File: src/rtl/fetch_queue.sv
// Instruction fetch queue: one-outstanding-request fetcher feeding a {pc, inst} FIFO.
// Optional FETCH_QUEUE_BYPASS_EN forwards a response straight to out_* when the queue is empty.
module fetch_queue #(
    parameter int                INST_W   = 16,
    parameter int                ADDR_W   = 16,
    parameter int                DEPTH    = 4,
    parameter logic [ADDR_W-1:0] RESET_PC = '0,
    parameter int                PC_STEP  = 2,
    parameter logic [3:0]        HALT_OP  = 4'hF
) (
    input  logic              clk,
    input  logic              rst,
    output logic              imem_req,
    output logic [ADDR_W-1:0] imem_addr,
    input  logic              imem_gnt,
    input  logic              imem_rvalid,
    input  logic [INST_W-1:0] imem_rdata,
    input  logic              redirect,
    input  logic [ADDR_W-1:0] redirect_pc,
    output logic              out_valid,
    input  logic              out_ready,
    output logic [INST_W-1:0] out_inst,
    output logic [ADDR_W-1:0] out_pc,
    output logic              halted
);
    localparam int               PTR_W = $clog2(DEPTH);
    localparam logic [PTR_W:0]   FULL  = (PTR_W + 1)'(DEPTH);

    typedef enum logic {RUN, HALT} state_t;

    state_t            state_reg;
    logic [ADDR_W-1:0] fetch_pc_reg;
    logic [ADDR_W-1:0] req_pc_reg;
    logic              outstanding_reg;
    logic              kill_reg;
    logic [PTR_W:0]    count_reg;
    logic [PTR_W-1:0]  wr_ptr_reg;
    logic [PTR_W-1:0]  rd_ptr_reg;

    logic [INST_W-1:0] inst_mem [DEPTH];
    logic [ADDR_W-1:0] pc_mem   [DEPTH];

    logic grant;
    logic rsp_take;
    logic rsp_halt;
    logic bypass;
    logic enq;
    logic deq;
    logic q_valid;

    assign q_valid   = (count_reg != '0);
    assign imem_req  = !rst && !redirect && (state_reg == RUN) && !outstanding_reg
                       && !kill_reg && (count_reg < FULL);
    assign imem_addr = fetch_pc_reg;
    assign grant     = imem_req && imem_gnt;

    // A response counts only for a live (non-killed) request and never in a flush or reset cycle.
    assign rsp_take  = imem_rvalid && outstanding_reg && !kill_reg && !redirect && !rst;
    assign rsp_halt  = rsp_take && (imem_rdata[INST_W-1 -: 4] == HALT_OP);

`ifdef FETCH_QUEUE_BYPASS_EN
    assign bypass = rsp_take && !q_valid && out_ready;
`else
    assign bypass = 1'b0;
`endif

    assign enq       = rsp_take && !bypass;
    assign deq       = q_valid && out_ready;
    assign out_valid = q_valid || bypass;
    assign halted    = (state_reg == HALT);

    always_comb begin
        out_inst = '0;
        out_pc   = '0;
        if (bypass) begin
            out_inst = imem_rdata;
            out_pc   = req_pc_reg;
        end else if (q_valid) begin
            out_inst = inst_mem[rd_ptr_reg];
            out_pc   = pc_mem[rd_ptr_reg];
        end
    end

    always_ff @(posedge clk) begin
        if (rst) begin
            state_reg       <= RUN;
            fetch_pc_reg    <= RESET_PC;
            req_pc_reg      <= '0;
            outstanding_reg <= 1'b0;
            kill_reg        <= 1'b0;
            count_reg       <= '0;
            wr_ptr_reg      <= '0;
            rd_ptr_reg      <= '0;
        end else if (redirect) begin
            state_reg    <= RUN;
            fetch_pc_reg <= redirect_pc;
            count_reg    <= '0;
            wr_ptr_reg   <= '0;
            rd_ptr_reg   <= '0;
            // A response landing in the redirect cycle is itself the stale one, so no kill is needed.
            outstanding_reg <= outstanding_reg && !imem_rvalid;
            kill_reg        <= outstanding_reg && !imem_rvalid;
        end else begin
            if (grant) begin
                outstanding_reg <= 1'b1;
                req_pc_reg      <= fetch_pc_reg;
                fetch_pc_reg    <= fetch_pc_reg + ADDR_W'(PC_STEP);
            end else if (imem_rvalid && outstanding_reg) begin
                outstanding_reg <= 1'b0;
                kill_reg        <= 1'b0;
            end
            if (enq) begin
                wr_ptr_reg <= wr_ptr_reg + 1'b1;
            end
            if (deq) begin
                rd_ptr_reg <= rd_ptr_reg + 1'b1;
            end
            case ({enq, deq})
                2'b10:   count_reg <= count_reg + 1'b1;
                2'b01:   count_reg <= count_reg - 1'b1;
                default: count_reg <= count_reg;
            endcase
            if (rsp_halt) begin
                state_reg <= HALT;
            end
        end
    end

    generate
        for (genvar gi = 0; gi < DEPTH; gi++) begin : g_entry
            always_ff @(posedge clk) begin
                if (enq && (wr_ptr_reg == PTR_W'(gi))) begin
                    inst_mem[gi] <= imem_rdata;
                    pc_mem[gi]   <= req_pc_reg;
                end
            end
        end
    endgenerate

endmodule

File: config.mk
export PLATFORM = sky130hd
export DESIGN_NAME = fetch_queue
export DESIGN_NICKNAME = d
export VERILOG_FILES = /design/src/rtl/fetch_queue.sv
export SDC_FILE = /design/constraint.sdc
export NUM_CORES = 1
export LEC_CHECK = 0
export ABC_CLOCK_PERIOD_IN_PS = 3050
export BUFFER_PORTS_ARGS = -buffer_cell sky130_fd_sc_hd__buf_4
export CELL_PAD_IN_SITES_DETAIL_PLACEMENT = 0
export CELL_PAD_IN_SITES_GLOBAL_PLACEMENT = 1
export CORE_MARGIN = 10
export CORE_UTILIZATION = 40
export DETAILED_ROUTE_END_ITERATION = 10
export GPL_ROUTABILITY_DRIVEN = 1
export PLACE_DENSITY_LB_ADDON = 0.1
export REMOVE_ABC_BUFFERS = 1
export SYNTH_ARGS = -nofsm -noshare
export SYNTH_HDL_FRONTEND = slang
export SYNTH_SLANG_ARGS = --single-unit
File: constraint.sdc
create_clock -name clk -period 3.05 [get_ports clk]
set_clock_uncertainty 0.2 [all_clocks]
set_input_delay 0.4575 -clock clk [delete_from_list [all_inputs] [get_ports clk]]
set_output_delay 0.4575 -clock clk [all_outputs]
set_load 0.005 [all_outputs]
==> metrics.md <==
| Metric | Value |
|---|---|
| Synth Flop Type | `edfxtp_1` |
| Post-CTS Setup Bufs | `0` |
| Final wirelength | `13900 um` |
| GPL Wtd Cong | `0.726` |
| Number of enable flip-flop cells after synthesis | `128` |
| Kind of start point of the critical path | `flip-flop` |
| Slowest stage delay, CP | `570 ps` |
| RR Endpoint | `count_reg[2]` |
| Setup violators final | `0` |
| CTS tree | `yes` |
| Delay-heaviest family, CP | `flip-flops` |
| Mapped Area | `6850 um2` |
| Post-route clock period utilization | `0.914` |
| Synth unique cells | `45` |
| Critical path peak fanout | `23` |
| Flops & latches, synth | `172` |
| Remaining DRCs | `0` |
| Cell Pwr Density | `571 nW/um2` |
| Slew HR | `0.669` |
| Diode count | `0` |
| Fin Hold WS | `39.8 ps` |
| Synth-to-layout area growth | `23.2%` |
| Total Power | `4.82 mW` |
| Crit path buf inv count | `2` |
| Area of the multi-input gates | `2000 um2` |
| Largest family of logic cells by synthesized area | `simple AND/OR/NAND/NOR gates` |
| Worst reg2reg path depth | `8` |
| Row cnt | `47` |
| Core Area | `16700 um2` |
| Synth Warn # | `0` |
| Clk_lat worst skew | `410 ps` |
| Synth Area in Simple Gates | `0.117` |
| Via count | `3948` |
| Crit. End Element | `output pin` |
| I/O Buffers | `88` |
| Combinational group share of total power | `0.033` |
| Biggest regs | `inst_mem (64), pc_mem (64)` |
| FILL cells | `1483` |
| Fmax achieved | `0.359 GHz` |
| WS Path Type | `reg -> out` |
| Die W | `151 um` |
| Setup_tns | `0 ps` |
| RSZ-0062 raised after global routing | `false` |
| Share of layout cells above drive strength 1 | `0.297` |
| H-tree levels | `4` |
| CP arrival | `2130 ps` |
| WHS Path Cells | `3` |
| Reg area | `4730 um2` |
| Die span in y | `151 um` |
| Hold Violations, Final | `0` |
| Int Pwr | `3.86 mW` |
| Mapped Avg Cell Area | `15.2 um2` |
| Critical Path, Cell by Cell | `buf_12, mux4_2, and2_1, buf_4` |
| Vias per cell | `5.07` |
| Max clock buf depth | `2` |
| Worst EP required | `2390 ps` |
| Hold endpoint | `imem_addr[14]` |
| Root Driver | `clkbuf_16` |
| Sequential area share after synthesis | `0.689` |
| MaxCap Viol Count | `0` |
| Reg-to-reg slack, setup | `780 ps` |
| CTS sink cnt | `172` |
| Crit path time final | `2790 ps` |
| Die area | `22800 um2` |
| Leak pwr | `2.86 nW` |
| Async set-reset flop share out of synthesis | `0` |
| Switch Pwr | `0.956 mW` |
| Worst Hold Class | `in -> reg` |
| CTS Buf Count | `17` |
| Final antenna-violating net count | `0` |
| Hold_buf cts | `0` |
| Worst r2r src | `count_reg[2]` |
| Initial antenna violation count | `0` |
| Worst Tran Pin Value | `496 ps` |
| Share of power burned in registers | `0.530` |
| Multiplexer area fraction after synthesis | `0.111` |
| Initial DRC Count | `181` |
| GRT Residual Overflow | `0` |
| CP max stage cell | `dfxtp_2` |
| First-pass GRT wire length | `22800 um` |
| Starting Density | `0.410` |
| Pin count of the biggest net entering global routing | `35` |
| VDD IR max | `0.379 mV` |
| Xor and xnor area share after synthesis | `0.00767` |
| Final slew viol count | `0` |
| Post-Synth Adder-Cell Area | `0.0139` |
| Switch share | `0.198` |
| Cells after synthesis | `450` |
| Global Route Usage Sum | `0.129` |
| Complex-gate fraction of the synthesized area | `0.0413` |
| CTS clock-pin slew for the worst setup and hold paths | `60 ps` |
| Routed len/inst | `17.9 um` |
| Clock power share | `0.437` |
| Io pins | `89` |
| Nets@finish | `590` |
| Status | `finished, final reports clean` |
| Hold_sp | `redirect_pc[14]` |
| HPWL Detailed | `8880 um` |
| Post-CTS Resized | `0` |
| Number of global-route vias before repair | `4229` |
| Pre-antenna DRT Iters | `4` |
-- Yosys cell counts, drive strengths merged, types with 2 or more instances --
master	instances	area (um2)
mux2i	3	30.0
xor2	4	35.0
o211ai	3	22.5
buf	8	37.5
a31oi	3	18.8
o22ai	2	12.5
edfxtp	128	3840
mux4	32	721
and3	4	25.0
nor2	17	63.8
nand3	11	55.1
nand2	48	183
nor3	4	31.3
a21oi	24	120
nor4b	2	32.5
inv	9	33.8
o311ai	2	17.5
xnor2	2	17.5
ha	6	75.1
and4	3	26.3
a211oi	2	15.0
and2	39	244
nand2b	2	12.5
dfxtp	44	881
a22oi	2	15.0
a32oi	2	17.5
or3	6	37.5
clkbuf	15	56.3
o21ai	2	10.0
nand4	6	37.5
nand3b	3	22.5
or4	2	15.0
or2	2	12.5
-- worst max path at each step --
stage,start,endpoint,slack (ps),depth (start not counted)
after floorplan,flip-flop,out_inst[0],140,2
after global placement,redirect,count_reg[2],530,10
after detailed placement,redirect,count_reg[2],470,10
after CTS,flip-flop,out_pc[3],170,4
after global routing,flip-flop,out_pc[2],100,4
final,flip-flop,out_pc[3],260,4
-- per-stage QoR --
step	instances	util	setup slack, ps	cell area, um2
floorplan	427	-	141	6760
global placement	746	0.470	532	7840
detailed placement	746	0.470	474	7840
CTS	778	0.505	168	8440
global route	778	0.505	100	8440
finish	778	0.505	261	8440
-- area by class of cell --
type / count / share of cell area
inverter: 10 / 0.00445
multi-input combinational: 245 / 0.237
clock buffer: 26 / 0.0655
clock inverter: 6 / 0.00534
sequential: 172 / 0.560
tap: 220 / 0.0326
timing repair buffer: 99 / 0.0955
-- layer usage --
metal  vias up  global-route usage  wire [um]
met2       100               0.197       6380
met1      1927               0.168       6450
met3        14              0.0427        881
li1       1907                   -          -
met4         0              0.0476        199
met5         -                   0          0
-- power by group through the flow --
| stage | combinational (mW) | sequential [mW] | clock, mW |
|---|---|---|---|
| 5_1_grt | 0.176 | 2.56 | 2.26 |
| 3_5_place_dp | 0.160 | 2.61 | 0 |
| 3_3_place_gp | 0.157 | 2.60 | 0 |
| 4_1_cts | 0.160 | 2.56 | 2.16 |
| 6_report | 0.157 | 2.56 | 2.11 |
| 2_1_floorplan | 0.0557 | 2.60 | 0 |
-- logic make-up after synthesis --
| kind of cell | after synthesis |
|---|---|
| multiplexers | 36 |
| AND/OR/NAND/NOR | 150 |
| adder cells (fa/ha/maj) | 7 |
| buffers and inverters | 33 |
| flip-flops | 172 |
| AO/OA/AOI/OAI | 46 |
| XOR/XNOR | 6 |
-- tightest hold or removal path: cells and delay by family --
kind / cells / cell delay (ps)
and+or+nand+nor: 2 / 90
buffers and inverters: 1 / 80
-- layout by cell type (no fill, tap or decap), types with 2 or more instances in the layout --
master	n
o311ai_0	2
a21oi_1	24
clkinv_4	2
dfxtp_1	43
nand2_1	47
or2_2	2
and2_1	39
xor2_1	4
o22ai_1	2
or3_1	6
and4_1	3
mux2i_1	3
edfxtp_1	128
clkbuf_1	3
o211ai_1	3
inv_4	2
nand3_1	11
mux4_2	32
buf_4	94
nor2_1	17
buf_12	5
nand3b_1	3
nor3_1	3
clkbuf_8	3
a31oi_1	3
a32oi_1	2
xnor2_1	2
o21ai_0	2
ha_1	6
nand2b_1	2
a22oi_1	2
nand4_1	6
clkbuf_16	20
inv_1	9
or4_1	2
a211oi_1	2
clkinvlp_4	2
and3_1	4
Power figures use the tool's default switching activity.
